## config.mk

```make
export PLATFORM = sky130hd
export DESIGN_NAME = serial_subtractor
export DESIGN_NICKNAME = d
export VERILOG_FILES = /design/src/rtl/sub_pkg.sv /design/src/rtl/full_subtractor.sv /design/src/rtl/serial_subtractor.sv
export SDC_FILE = /design/constraint.sdc
export NUM_CORES = 1
export LEC_CHECK = 0
export ABC_AREA = 1
export BUFFER_PORTS_ARGS = -buffer_cell sky130_fd_sc_hd__buf_2
export CORE_ASPECT_RATIO = 1.5
export CORE_MARGIN = 4
export CORE_UTILIZATION = 40
export DETAILED_ROUTE_END_ITERATION = 10
export SYNTH_ARGS = -nofsm -noshare
export SYNTH_HDL_FRONTEND = slang
export SYNTH_SLANG_ARGS = --single-unit
```

## constraint.sdc

```tcl
create_clock -name clk -period 1.28 [get_ports clk]
set_input_delay 0.192 -clock clk [delete_from_list [all_inputs] [get_ports clk]]
set_output_delay 0.192 -clock clk [all_outputs]
set_load 0.01 [all_outputs]
```

## src/rtl/sub_pkg.sv

```systemverilog
// Shared types and constants for the bit-serial subtractor.
// Imported by the serial subtractor top.
package sub_pkg;

    localparam int DEFAULT_WIDTH = 4;

    typedef enum logic [1:0] {
        IDLE = 2'd0,
        RUN  = 2'd1,
        DONE = 2'd2
    } state_t;

endpackage

```

## src/rtl/full_subtractor.sv

```systemverilog
// One-bit full subtractor: d = x - y - bi, borrow out bo.
// Purely combinational bit slice.
module full_subtractor (
    input  logic x,
    input  logic y,
    input  logic bi,
    output logic d,
    output logic bo
);

    // Difference bit and borrow generated from the three inputs
    always_comb begin
        d  = x ^ y ^ bi;
        bo = (~x & y) | (~(x ^ y) & bi);
    end

endmodule

```

## src/rtl/serial_subtractor.sv

```systemverilog
// Bit-serial a - b - bin, LSB first, one bit per clock.
// Result and borrow-out publish only when the last bit is done.
module serial_subtractor
    import sub_pkg::*;
#(
    parameter int WIDTH = DEFAULT_WIDTH
) (
    input  logic             clk,
    input  logic             rst,
    input  logic             start,
    input  logic [WIDTH-1:0] a,
    input  logic [WIDTH-1:0] b,
    input  logic             bin,
    output logic             busy,
    output logic             done,
    output logic [WIDTH-1:0] diff,
    output logic             bout
);

    localparam int CW = $clog2(WIDTH);
    localparam logic [CW-1:0] LAST = CW'(WIDTH - 1);

    state_t           state;
    logic [WIDTH-1:0] a_sr;
    logic [WIDTH-1:0] b_sr;
    logic [WIDTH-1:0] d_sr;
    logic             borrow;
    logic [CW-1:0]    cnt;
    logic             d_bit;
    logic             nb;

    full_subtractor u_cell (
        .x  (a_sr[0]),
        .y  (b_sr[0]),
        .bi (borrow),
        .d  (d_bit),
        .bo (nb)
    );

    // Handshake FSM plus operand, result and borrow shift datapath
    always_ff @(posedge clk) begin
        if (rst) begin
            state  <= IDLE;
            busy   <= 1'b0;
            done   <= 1'b0;
            diff   <= '0;
            bout   <= 1'b0;
            a_sr   <= '0;
            b_sr   <= '0;
            d_sr   <= '0;
            borrow <= 1'b0;
            cnt    <= '0;
        end else begin
            unique case (state)
                IDLE, DONE: begin
                    done <= 1'b0;
                    if (start) begin
                        a_sr   <= a;
                        b_sr   <= b;
                        borrow <= bin;
                        cnt    <= '0;
                        busy   <= 1'b1;
                        state  <= RUN;
                    end else begin
                        state  <= IDLE;
                    end
                end
                RUN: begin
                    d_sr   <= {d_bit, d_sr[WIDTH-1:1]};
                    a_sr   <= a_sr >> 1;
                    b_sr   <= b_sr >> 1;
                    borrow <= nb;
                    cnt    <= cnt + CW'(1);
                    if (cnt == LAST) begin
                        diff  <= {d_bit, d_sr[WIDTH-1:1]};
                        bout  <= nb;
                        done  <= 1'b1;
                        busy  <= 1'b0;
                        state <= DONE;
                    end
                end
                default: begin
                    busy  <= 1'b0;
                    done  <= 1'b0;
                    state <= IDLE;
                end
            endcase
        end
    end

endmodule

```

==> results by group <==
Drt
  • WL met3: between 100 and 150 um
  • Drt first-iter violations: 40
  • Met2 wire len: ~970 um
  • WL/cell: around 12 um
  • M1 wire length: 1000 um
  • Vias/cell: ~5.0
  • DR top layer: met4
  • 1st-pass router iterations: 5
  • Final wirelength: roughly 2100 um
  • Antenna viol nets, final: 0
  • # DRC: 0
  • Via count: between 800 and 900

Cells and area
  • Syn-to-layout area delta: 14.8%
  • Layout cells sized above 1: 0.230
  • Fin nets: between 150 and 200
  • Post-Layout Cell Count: 175
  • Diodes inserted: 0
  • Fillers: between 200 and 300
  • Layout Utilization: 0.496

Logic synthesis
  • Yosys top cell by area: dfxtp_1
  • Post-synthesis sequential area ratio: 0.466
  • Post-Syn Instances: 131
  • Syn Area/Cell: between 7 and 8 um^2
  • Synth top area share: 0.466
  • Syn_nets: around 150
  • #FFs+latches synth: 23
  • Synthesis warning total: 0
  • Synth cell types: 19
  • Top cells by area, synth: dfxtp_1 47%, nand3_1 11%, nand2_1 8.4%, nor2_1 5.7%, inv_1 4.9%
  • Post-Syn Area: between 900 and 1000 um^2

Clocking
  • Clock slew at reported path FFs: 0.12 ns
  • Longest Clk Path Bufs: 2
  • H-tree depth: 1
  • Worst-Skew Late Latency: ~0.30 ns
  • Root buf cell: clkbuf_4
  • CTS tree: yes
  • CTS buffer count: 3
  • TritonCTS Sinks: 23

Timing
  • Tmin final: approximately 1.2 ns
  • Slew headroom: 0.703
  • Final setup fails: 0
  • Period utilisation layout: 0.969
  • Skew final: 0.00645 ns
  • FMAX: 806 MHz
  • Final Hold Viols: 0
  • Worst-margin pin slew: around 0.44 ns
  • Setup TNS: 0 ns
  • Pins Over Slew Limit: 0
  • Final worst setup slack: around 0.039 ns

Die
  • FP Rows: 21
  • Die Width: 48.6 um
  • Die H: ~70 um
  • Core ar.: between 2000 and 2500 um^2
  • Die ar.: ~3300 um^2
  • I/O pin count: 19
  • Initial Util: 0.432

Critical path
  • Critical Path RT: between 1.5 and 2 ns
  • CP Cell Sequence: inv_1 -> fa_1 -> nand3_2 -> a21oi_2
  • Critical Path Max Stage Delay: roughly 0.58 ns
  • CP max-delay cell: fa_1
  • Endpoint class of the critical path: flip-flop
  • CP Class: reg2reg
  • Crit path arrival time: about 1.5 ns
  • Startpoint Class: flip-flop
  • CP Max Fanout: 2

Outcome
  • Status: finished, final reports clean

Flow run
  • Max Cap Viol: 0

GRT
  • Vias in the first global route: just over 800
  • Initial antenna violation count: 0
  • GRT Overall Usage: 0.137
  • First-pass GRT wire length: 3640 um
  • Overflow after GRT: 0
  • Largest net degree at the start of global routing: 17

Min path
  • Hold Crit Class: in2reg

Placed design
  • Port Buffer Count: 18
  • Post-place setup slack: slightly below 0.08 ns
  • Final GP Congestion: between 0.7 and 0.8
  • Placed cell count: ~170
  • Hpwl dp: approximately 1500 um

Power
  • Leakage power: 0.516 nW
  • Pwr dens: about 1200 nW/um^2
  • Maximum vdd ir drop: 0.000647 V
[synthesized netlist by cell type]
cell type,n
nor3_1,7
ha_1,1
inv_2,2
clkbuf_1,1
buf_2,2
buf_4,1
or2_0,1
o21ai_0,5
nor2_4,1
a21oi_1,9
inv_1,13
nand2_1,22
dfxtp_1,23
fa_1,1
nand2_2,1
buf_6,3
o21ai_1,1
nor2_1,15
nand3_1,22
[cell type report]
class	count	area, um^2	share of cell area
inverters	15	56.3	0.0497
multi-input cells	86	424	0.374
well taps	23	28.8	0.0254
flip-flops and latches	23	463	0.408
clock buffers	4	26.3	0.0232
repair buffers	24	135	0.119
[logic make-up after synthesis]
family | after synthesis | share of synthesized area
simple gates | 69 | 0.312
flops | 23 | 0.466
buf+inv | 22 | 0.113
compound gates | 15 | 0.0760
fa+ha+maj | 2 | 0.0330
[stage by stage]
stage | cell area [um^2] | hold WS (ns) | power [mW]
global route | 1130 | 0.112 | 1.42
global placement | 1100 | 0.421 | 1.01
CTS | 1120 | 0.103 | 1.35
finish | 1130 | 0.113 | 1.34
floorplan | 987 | 0.333 | 0.967
detailed placement | 1100 | 0.435 | 1.02
[state kept, by name, indices dropped and copies added, names as in the netlist]
| signal | cells |
|---|---|
| a_sr | 4 |
| busy | 1 |
| diff | 4 |
| borrow | 1 |
| bout | 1 |
| done | 1 |
| cnt | 2 |
| b_sr | 4 |
| state | 2 |
| d_sr | 3 |
[critical path: cells and delay by family, from the launching register on]
| family | cells | cell delay [ns] |
|---|---|---|
| and+or+nand+nor | 1 | 0.09 |
| AOI/OAI and AO/OA | 1 | 0.13 |
| buffers and inverters | 1 | 0.05 |
| adders and majority gates | 1 | 0.58 |
| DFF | 1 | 0.34 |
[where the power goes]
part	switching, mW	internal (mW)
sequential	0.0226	0.764
combinational	0.139	0.0873
clock	0.204	0.121
[routing by layer]
| metal | vias up | GRT usage |
|---|---|---|
| met1 | 395 | 0.172 |
| met3 | 4 | 0.0366 |
| li1 | 460 | - |
| met2 | 21 | 0.219 |
| met4 | 0 | 0.0673 |
| met5 | - | 0 |
[final timing paths]
| kind | from | to | slack [ns] | cells after the start |
|---|---|---|---|---|
| max | borrow | diff[3] | 0.04 | 4 |
| min | b[0] | b_sr[0] | 0.11 | 3 |
| max reg2reg | borrow | diff[3] | 0.04 | 4 |
| min reg2reg | cnt[0] | cnt[0] | 0.47 | 1 |
[cell usage in the layout, fill, tap and decap left out]
cell type  instances
buf_4              6
ha_1               1
nand2_2            1
fa_1               1
nand3_1           21
inv_2              2
o21ai_0            5
buf_2             18
o21ai_1            1
clkbuf_4           3
inv_1             13
or2_0              1
clkbuf_1           1
nor2_1            15
nor2_4             1
a21oi_2            1
nand2_1           22
nand3_2            1
dfxtp_2            2
dfxtp_1           21
a21oi_1            8
nor3_1             7
[timing repair]
action | in CTS | in global routing
hold endpoints to repair | 0 | 0
setup buffers | 0 | 0
resized for setup | 0 | 4
hold buffers | 0 | 0
setup endpoints to repair | 0 | 1
Power figures use the tool's default switching activity.
